## config.mk

```make
export PLATFORM = sky130hd
export DESIGN_NAME = fifo_to_ll_gearbox
export DESIGN_NICKNAME = d
export VERILOG_FILES = /design/src/rtl/gearbox_pkg.sv /design/src/rtl/ll_pipe_reg.sv /design/src/rtl/fifo_to_ll_gearbox.sv
export SDC_FILE = /design/constraint.sdc
export NUM_CORES = 1
export LEC_CHECK = 0
export CORE_MARGIN = 8
export CORE_UTILIZATION = 36
export CTS_CLUSTER_SIZE = 24
export DETAILED_ROUTE_END_ITERATION = 10
export PLACE_DENSITY = 0.8
export SYNTH_ARGS = -nofsm -noshare
export SYNTH_HDL_FRONTEND = slang
export SYNTH_HIERARCHICAL = 1
export SYNTH_SLANG_ARGS = --single-unit
```

## constraint.sdc

```tcl
create_clock -name clk -period 2.2 [get_ports clk]
set_clock_uncertainty 0.05 [all_clocks]
set_input_delay 0.22 -clock clk [delete_from_list [all_inputs] [get_ports clk]]
set_output_delay 0.22 -clock clk [all_outputs]
set_load 0.03 [all_outputs]
```

## src/rtl/gearbox_pkg.sv

```systemverilog
// ============================================================================
// Module : gearbox_pkg
// Brief  : Shared sizing helpers and FIFO sideband field offsets for
//          fifo_to_ll_gearbox.
// Rev    : 1.0 - initial release
// ============================================================================
`default_nettype none

package gearbox_pkg;

    // Sideband field offsets, relative to bit IN_BYTES*8 of the FIFO word
    localparam int SOF_BIT_OFS = 0;
    localparam int EOF_BIT_OFS = 1;
    localparam int OCC_OFS     = 2;

    function automatic int clog2(input int value);
        int r;
        r = 0;
        for (int i = 0; i < 31; i++) begin
            if ((1 << i) < value) r = i + 1;
        end
        return r;
    endfunction

    function automatic int occ_width(input int in_bytes);
        return clog2(in_bytes);
    endfunction

    function automatic int rem_width(input int out_bytes);
        return (clog2(out_bytes) > 1) ? clog2(out_bytes) : 1;
    endfunction

endpackage

`default_nettype wire

```

## src/rtl/ll_pipe_reg.sv

```systemverilog
// ============================================================================
// Module : ll_pipe_reg
// Brief  : Single-entry valid/ready register with synchronous clear; accepts
//          a new entry in the same cycle the current one drains.
// Rev    : 1.0 - initial release
// ============================================================================
`default_nettype none

module ll_pipe_reg #(
    parameter int WIDTH = 8
) (
    input  logic             clk,
    input  logic             reset_n,
    input  logic             i_clear,
    input  logic             i_valid,
    output logic             o_ready,
    input  logic [WIDTH-1:0] i_data,
    output logic             o_valid,
    input  logic             i_ready,
    output logic [WIDTH-1:0] o_data
);

    logic             r_valid;
    logic [WIDTH-1:0] r_data;

    assign o_ready = ~r_valid | i_ready;
    assign o_valid = r_valid;
    assign o_data  = r_data;

    always_ff @(posedge clk or negedge reset_n) begin
        if (!reset_n) begin
            r_valid <= 1'b0;
            r_data  <= '0;
        end else if (i_clear) begin
            r_valid <= 1'b0;
        end else if (i_valid && o_ready) begin
            r_valid <= 1'b1;
            r_data  <= i_data;
        end else if (i_ready) begin
            r_valid <= 1'b0;
        end
    end

endmodule

`default_nettype wire

```

## src/rtl/fifo_to_ll_gearbox.sv

```systemverilog
// ============================================================================
// Module : fifo_to_ll_gearbox
// Brief  : Splits packed FIFO words into MSB-first LocalLink beats through a
//          registered output stage. FRAME_CHECK_EN adds a sticky frame_err.
// Rev    : 1.0 - initial release
// ============================================================================
`default_nettype none

module fifo_to_ll_gearbox
    import gearbox_pkg::*;
#(
    parameter  int IN_BYTES  = 4,
    parameter  int OUT_BYTES = 1,
    localparam int OCCW      = occ_width(IN_BYTES),
    localparam int REMW      = rem_width(OUT_BYTES),
    localparam int RATIO     = IN_BYTES / OUT_BYTES,
    localparam int FW        = IN_BYTES * 8 + 2 + OCCW
) (
    input  logic                   clk,
    input  logic                   reset_n,
    input  logic                   clear,
    input  logic [FW-1:0]          f_data,
    input  logic                   f_src_rdy_i,
    output logic                   f_dst_rdy_o,
    output logic [OUT_BYTES*8-1:0] ll_data,
    output logic [REMW-1:0]        ll_rem,
    output logic                   ll_sof_n,
    output logic                   ll_eof_n,
    output logic                   ll_src_rdy_n,
    input  logic                   ll_dst_rdy_n,
    output logic [7:0]             debug
`ifdef FRAME_CHECK_EN
    ,
    output logic                   frame_err
`endif
);

    localparam int OBW  = clog2(OUT_BYTES);
    localparam int IDXW = clog2(RATIO);
    localparam int DW   = IN_BYTES * 8;
    localparam int OW   = OUT_BYTES * 8;
    localparam int SHW  = OCCW + 3;
    localparam int PW   = OW + 2 + REMW;

    logic [DW-1:0]   w_word;
    logic            w_sof;
    logic            w_eof;
    logic [OCCW-1:0] w_occ;
    logic [OCCW-1:0] w_lastbyte;
    logic [IDXW-1:0] r_beat_idx;
    logic [IDXW-1:0] w_eof_beat;
    logic [IDXW-1:0] w_last_beat;
    logic [IDXW-1:0] w_rev_idx;
    logic [SHW-1:0]  w_base;
    logic [OW-1:0]   w_beat_data;
    logic            w_at_last;
    logic            w_beat_sof;
    logic            w_beat_eof;
    logic [REMW-1:0] w_beat_rem;
    logic            w_can_load;
    logic            w_load;
    logic            w_out_valid;
    logic [PW-1:0]   w_out_payload;

    assign w_word = f_data[DW-1:0];
    assign w_sof  = f_data[DW + SOF_BIT_OFS];
    assign w_eof  = f_data[DW + EOF_BIT_OFS];
    assign w_occ  = f_data[DW + OCC_OFS +: OCCW];

    assign w_lastbyte  = (w_occ == '0) ? OCCW'(IN_BYTES - 1) : (w_occ - OCCW'(1));
    assign w_eof_beat  = IDXW'(w_lastbyte >> OBW);
    assign w_last_beat = w_eof ? w_eof_beat : IDXW'(RATIO - 1);
    assign w_at_last   = (r_beat_idx == w_last_beat);
    assign w_beat_sof  = w_sof & (r_beat_idx == '0);
    assign w_beat_eof  = w_eof & (r_beat_idx == w_eof_beat);

    // Beat 0 is the most significant slice, so index from the top of the word
    assign w_rev_idx   = IDXW'(RATIO - 1) - r_beat_idx;
    assign w_base      = SHW'(w_rev_idx) << (OBW + 3);
    assign w_beat_data = w_word[w_base +: OW];

    generate
        if (OUT_BYTES == 1) begin : g_rem_none
            assign w_beat_rem = '0;
        end else begin : g_rem
            logic [OBW-1:0] w_tail;
            // Truncation to OBW bits gives the modulo: a full last beat reads 0
            assign w_tail     = w_lastbyte[OBW-1:0] + OBW'(1);
            assign w_beat_rem = w_beat_eof ? REMW'(w_tail) : '0;
        end
    endgenerate

    assign w_load      = w_can_load & f_src_rdy_i & ~clear & reset_n;
    assign f_dst_rdy_o = w_load & w_at_last;

    always_ff @(posedge clk or negedge reset_n) begin
        if (!reset_n) begin
            r_beat_idx <= '0;
        end else if (clear) begin
            r_beat_idx <= '0;
        end else if (w_load) begin
            r_beat_idx <= w_at_last ? '0 : r_beat_idx + IDXW'(1);
        end
    end

    ll_pipe_reg #(
        .WIDTH (PW)
    ) u_out_reg (
        .clk     (clk),
        .reset_n (reset_n),
        .i_clear (clear),
        .i_valid (w_load),
        .o_ready (w_can_load),
        .i_data  ({w_beat_data, w_beat_sof, w_beat_eof, w_beat_rem}),
        .o_valid (w_out_valid),
        .i_ready (~ll_dst_rdy_n),
        .o_data  (w_out_payload)
    );

    assign ll_data      = w_out_payload[PW-1 -: OW];
    assign ll_sof_n     = ~(w_out_valid & w_out_payload[REMW + 1]);
    assign ll_eof_n     = ~(w_out_valid & w_out_payload[REMW]);
    assign ll_rem       = w_out_payload[REMW-1:0];
    assign ll_src_rdy_n = ~w_out_valid;
    assign debug        = {w_load, w_out_valid, {(6 - IDXW){1'b0}}, r_beat_idx};

`ifdef FRAME_CHECK_EN
    logic r_in_frame;
    logic r_frame_err;

    always_ff @(posedge clk or negedge reset_n) begin
        if (!reset_n) begin
            r_in_frame  <= 1'b0;
            r_frame_err <= 1'b0;
        end else if (clear) begin
            r_in_frame  <= 1'b0;
            r_frame_err <= 1'b0;
        end else if (w_load) begin
            if (w_beat_sof && r_in_frame) r_frame_err <= 1'b1;
            if ((r_beat_idx == '0) && !w_sof && !r_in_frame) r_frame_err <= 1'b1;
            if (w_beat_eof)      r_in_frame <= 1'b0;
            else if (w_beat_sof) r_in_frame <= 1'b1;
        end
    end

    assign frame_err = r_frame_err;
`endif

endmodule

`default_nettype wire
```

==> results.cfg, run 1 <==
[global_routing]
overflow = 0
antenna_found_initial = 0
grt_pass1_vias = 965
grt_max_degree = 15
grt_pass1_wl_um = 4400
groute.usage.overall_pct = 12.3

[sta]
final_hold_viol_count = 0
worst_slew_pin_slew_ps = 515
timing.final.crit_share_pct = 92.3
finalMaxSlewViolations = 0
setup_violations = 0
tns_ps = 0
rsz0062_at_grt = false
relSlewSlack_pct = 65.6
finalCriticalPeriod_ps = 2030
fmax_ghz = 0.493

[synth]
async_flop_share_pct = 100
avgSynthCellArea_sq_um = 12.9
synthXorXnorAreaFrac_pct = 0.928
synth_top_family_by_area = multiplexers
synth_ff_type = dfrtp_1
synth_seq_cells = 14
synth_simple_gate_area_share_pct = 11.1
syn_inst = 73
yosys_warnings = 6
seq_area_frac_synth_pct = 37.1
synth.area.mux_share_pct = 34.1
synth_cell_type_count = 30
synthAdderAreaFrac_pct = 1.33
netlist_area_sq_um = 943
synth_enable_flop_cells = 0
synth_compound_gate_area_share_pct = 4.91

[detailed_routing]
drt_wl_total_um = 2750
postRouteAntennaNets = 0
firstDrtPassIters = 3
drc = 0
routedWlPerCell_um = 17.0
dr_total_vias = 839
drtIter0Drc = 10
routed_via_density = 5.18

[job]
cap_violations = 0

[pwr]
switchingPower_mw = 0.305
swShare_pct = 33.4
p_int_mw = 0.607
p_comb_share_pct = 46.7
power_density_nw_per_um2 = 592
seq_power_share_pct = 38.2
p_total_mw = 0.912
vdd_drop_max_v = 0.000411
p_leak_nw = 0.625
p_clk_share_pct = 15.1

[clock_network]
cts.clk_slew.worst_paths_ps = 80
root_buffer = clkbuf_4
clockBufferDepth = 2
cts_tree = yes
ctsResizeCount = 0
clock-sinks = 14
cts_hold_buf = 0
cts_buffers = 3
post_cts_buffers = 0
clk-insertion-delay-late_ps = 270
cts_max_level = 1

[die]
dieArea_sq_um = 4510
boundaryPins = 62
core_area_sq_um = 2480
die_h_um = 67.2
start_util_pct = 38.1
num_rows = 18
chipWidth_um = 67.2

[final_layout]
final_cell_mix = clkdlybuf4s50_1 (55), dfrtp_1 (14), mux2_2 (11)
final_common_cell = clkdlybuf4s50_1
antenna_cells = 0
drive_gt1_share_pct = 21.2
area_delta_synth_final_pct = 63.4
fin_nets = 176

[place]
io_buffers = 57
gp_congestion = 0.811
hpwl_um = 2320

[critical_path]
crit_buf_inv = 1
cp_top_family = flip-flops
crit_fanout = 13
cp-end-kind = output pin
path_cells = xnor2_1 > a32oi_1 > a21oi_1 > buf_4
path_class = reg2out
start_kind = flip-flop
critical-path-max-stage-delay_ps = 570
r2r_setup_slack_ps = 310
crit_arrival_ps = 1760
required_ps = 1930
crit_path_top_delay_cell = dfrtp_1

[status]
run_status = complete, no violations

[worst_hold_path]
hp-class = in2async
Yosys cell counts (2+ instances only):
cell | count | area, sq um
nand2_1 | 2 | 7.51
buf_4 | 6 | 45.0
dfrtp_1 | 14 | 350
mux2_2 | 11 | 124
mux4_2 | 6 | 135
nor2_1 | 2 | 7.51
inv_1 | 6 | 22.5
and2_1 | 2 | 12.5
mux4_1 | 2 | 52.6
buf_6 | 2 | 22.5
sequential cells by signal, indices dropped and copies added (netlist names):
name               cells
r_beat_idx             2
u_out_reg/o_valid      1
u_out_reg/o_data      11
worst reg2reg max path, stage by stage, from the launching register on:
cell      delay [ps]
dfrtp_1          430
nor2b_4          160
inv_1             80
nand4b_1         180
inv_1            110
nor3b_2          200
buf_4            220
mux2_2           350
per-stage QoR:
stage                     std cells  worst slack, ps  area [sq um]  util (%)  hold WS (ps)
after floorplan                  77              467           958         -          -126
after global placement          159              247          1520      61.3           441
after detailed placement        159              141          1520      61.3           445
after CTS                       162              162          1540      62.2           269
after global routing            162             41.2          1540      62.2           283
final                           162              170          1540      62.2           274
area by class of cell:
cell class              instances  area [sq um]
fillers                       210           936
repair buffers                 61           596
multi-input cells              48           513
flip-flops and latches         14           350
well taps                      30          37.5
clock buffers                   3          22.5
inverters                       6          22.5
power groups by stage:
stage	clock (mW)	combinational, mW	sequential [mW]
finish	0.138	0.426	0.349
global route	0.155	0.453	0.357
CTS	0.143	0.431	0.350
detailed placement	0	0.430	0.356
global placement	0	0.421	0.354
floorplan	0	0.134	0.446
logic make-up (layout without fill, tap and decap cells):
logic type      count (synthesis)  count (layout)
compound gates                  6               6
xor+xnor                        1               1
fa+ha+maj                       1               1
buf+inv                        15              70
flops                          14              14
mux                            20              20
other cells                     1               5
simple gates                   15              15
metal layers:
layer | GRT usage [%] | vias to the layer above | wire [um] | part of all wire [%]
li1 | - | 379 | - | -
met1 | 12.8 | 407 | 1110 | 40
met2 | 21.6 | 50 | 1200 | 44
met3 | 6.13 | 3 | 422 | 15
met4 | 2.87 | 0 | 16 | 0.58
met5 | 0 | - | 0 | 0
final timing paths:
kind / from / to / cells after the start
worst max-delay path: r_beat_idx[1] / f_dst_rdy_o / 4
worst min-delay path: reset_n / r_beat_idx[0] / 2
worst max register to register: u_out_reg/o_valid / u_out_reg/o_data[8] / 7
worst min register to register: u_out_reg/o_data[9] / u_out_reg/o_data[9] / 1
max in group asynchronous: reset_n / u_out_reg/o_data[7] / 2
min in group clk: u_out_reg/o_data[9] / u_out_reg/o_data[9] / 1
No activity file was read; power rests on OpenSTA's default activity.
==> inputs of run 2 (changes only) <==
- CTS_CLUSTER_DIAMETER: unset -> 60
==> results of run 2 <==
No change in the layout: final DEF, timing and power equal those of run 1.
==> inputs of run 3 (changes only) <==
--- a/config.mk
+++ b/config.mk
@@ -12,2 +12,3 @@
 export DETAILED_ROUTE_END_ITERATION = 10
+export GPL_ROUTABILITY_DRIVEN = 0
 export PLACE_DENSITY = 0.8
--- a/constraint.sdc
+++ b/constraint.sdc
@@ -4,2 +4,2 @@
 set_output_delay 0.22 -clock clk [all_outputs]
-set_load 0.03 [all_outputs]
+set_load 0.01 [all_outputs]
==> results.cfg, run 3 (synthesis results as in run 1) <==
[status]
run_status = complete, no violations

[pwr]
p_total_mw = 0.874
power_density_nw_per_um2 = 546
vdd_drop_max_v = 0.000323
p_leak_nw = 0.672

[sta]
final_hold_viol_count = 0
tns_ps = 0
fmax_ghz = 0.494
finalMaxSlewViolations = 0
timing.final.crit_share_pct = 92.1
timing.hold.ws_ps = 266
finalCriticalPeriod_ps = 2030
setup_violations = 0
rsz0062_at_grt = false

[final_layout]
final_common_cell = clkdlybuf4s50_1
drive_gt1_share_pct = 23.4
area_delta_synth_final_pct = 69.6
antenna_cells = 0
final_cell_mix = clkdlybuf4s50_1 (56), dfrtp_1 (14), mux2_2 (11)
largest_register_ffs = 11
fin_nets = 180

[critical_path]
start_kind = flip-flop
worstReg2RegEnd = u_out_reg/o_data[7]
crit_arrival_ps = 1760
ff2ff_path_depth = 7
crit_buf_inv = 3
path_class = reg2out
crit_top_cell = inv_1
path_cells = nor2b_4 > inv_1 > nand4b_1 > inv_1 > clkdlybuf4s50_1
crit_path_top_delay_cell = clkdlybuf4s50_1
crit_fanout = 5
cp-endpoint = debug[7]
r2r_setup_slack_ps = 380
r2r-start = u_out_reg/o_valid
cp-end-kind = output pin
required_ps = 1930
worst-path-stages = 5
critical-path-max-stage-delay_ps = 550
cp_top_family = buffers and inverters
startpoint = u_out_reg/o_valid

[global_routing]
use_met1_pct = 13.0
grt_pass1_wl_um = 4530
overflow = 0
grt_max_degree = 15
groute.usage.overall_pct = 12.8
grt_busiest_layer = met2
met3_usage_pct = 7.12
antenna_found_initial = 0
grt_use_met2_pct = 22.3
grt_pass1_vias = 1018

[detailed_routing]
postRouteAntennaNets = 0
firstDrtPassIters = 4
routed_via_density = 5.07
dr_total_vias = 847
drt_wl_total_um = 2760
drc = 0
routedWlPerCell_um = 16.5
drtIter0Drc = 18

[clock_network]
root_buffer = clkbuf_4
cts_max_level = 1
cts.clk_slew.worst_paths_ps = 80
cts_hold_buf = 0
clockBufferDepth = 2
cts_tree = yes
clock-sinks = 14
clk-insertion-delay-late_ps = 270
cts_buffers = 3

[die]
num_rows = 18
die_h_um = 67.2
start_util_pct = 38.1
boundaryPins = 62
chipWidth_um = 67.2
core_area_sq_um = 2480
dieArea_sq_um = 4510

[worst_hold_path]
hp-class = in2async

[place]
io_buffers = 57
hpwl_um = 2360

[job]
cap_violations = 0
run 3: cell count changes in the layout (fill, tap and decap cells not counted), sizes merged:
| cell | delta |
|---|---|
| buf | +2 |
| clkbuf | +1 |
| clkdlybuf4s50 | +1 |
| dlymetal6s2s | +1 |
run 3: worst min path at each step:
stage                                   start  slack [ps]                   to  depth (start not counted)
after global routing                  reset_n         290  u_out_reg/o_data[6]                          2
after CTS                             reset_n         260    u_out_reg/o_valid                          2
after floorplan                       reset_n        -130        r_beat_idx[0]                          0
after global placement    u_out_reg/o_data[9]         440  u_out_reg/o_data[9]                          1
final                                 reset_n         270  u_out_reg/o_data[6]                          2
after detailed placement  u_out_reg/o_data[5]         450  u_out_reg/o_data[5]                          1
run 3: per-stage QoR:
step                      util (%)  cell area, sq um  setup slack [ps]  instances
after CTS                     64.2              1590              18.4        166
final                         64.6              1600               175        167
after global placement        62.4              1550               111        162
after detailed placement      62.4              1550              21.0        162
after floorplan                  -               958               480         77
after global routing          64.6              1600              45.8        167
run 3: power by group:
group / internal (mW) / total, mW / switching [mW]
clock network: 0.100 / 0.179 / 0.0786
registers: 0.314 / 0.343 / 0.0297
logic: 0.236 / 0.352 / 0.116
run 3: final cells by class:
cell class	instances	area (sq um)
Clock buffer	4	36.3
Fill cell	206	877
Inverter	6	22.5
Multi-Input combinational cell	48	520
Sequential cell	14	350
Tap cell	30	37.5
Timing Repair Buffer	65	633
run 3: worst register-to-register path, delay by kind of cell (launching register included):
family,cells,cell delay (ps)
flops,1,420
buf+inv,3,380
simple gates,3,510
mux,1,340
run 3: layer usage:
metal | wire length, um | up-vias
met3 | 455 | 0
met5 | 0 | -
met4 | 0 | 0
met2 | 1270 | 49
li1 | - | 388
met1 | 1030 | 410
run 3: timing repair:
action,in CTS,in global routing
pin swaps,1,1
resized for setup,1,1
setup buffers,0,1
endpoints found under the setup margin,1,1
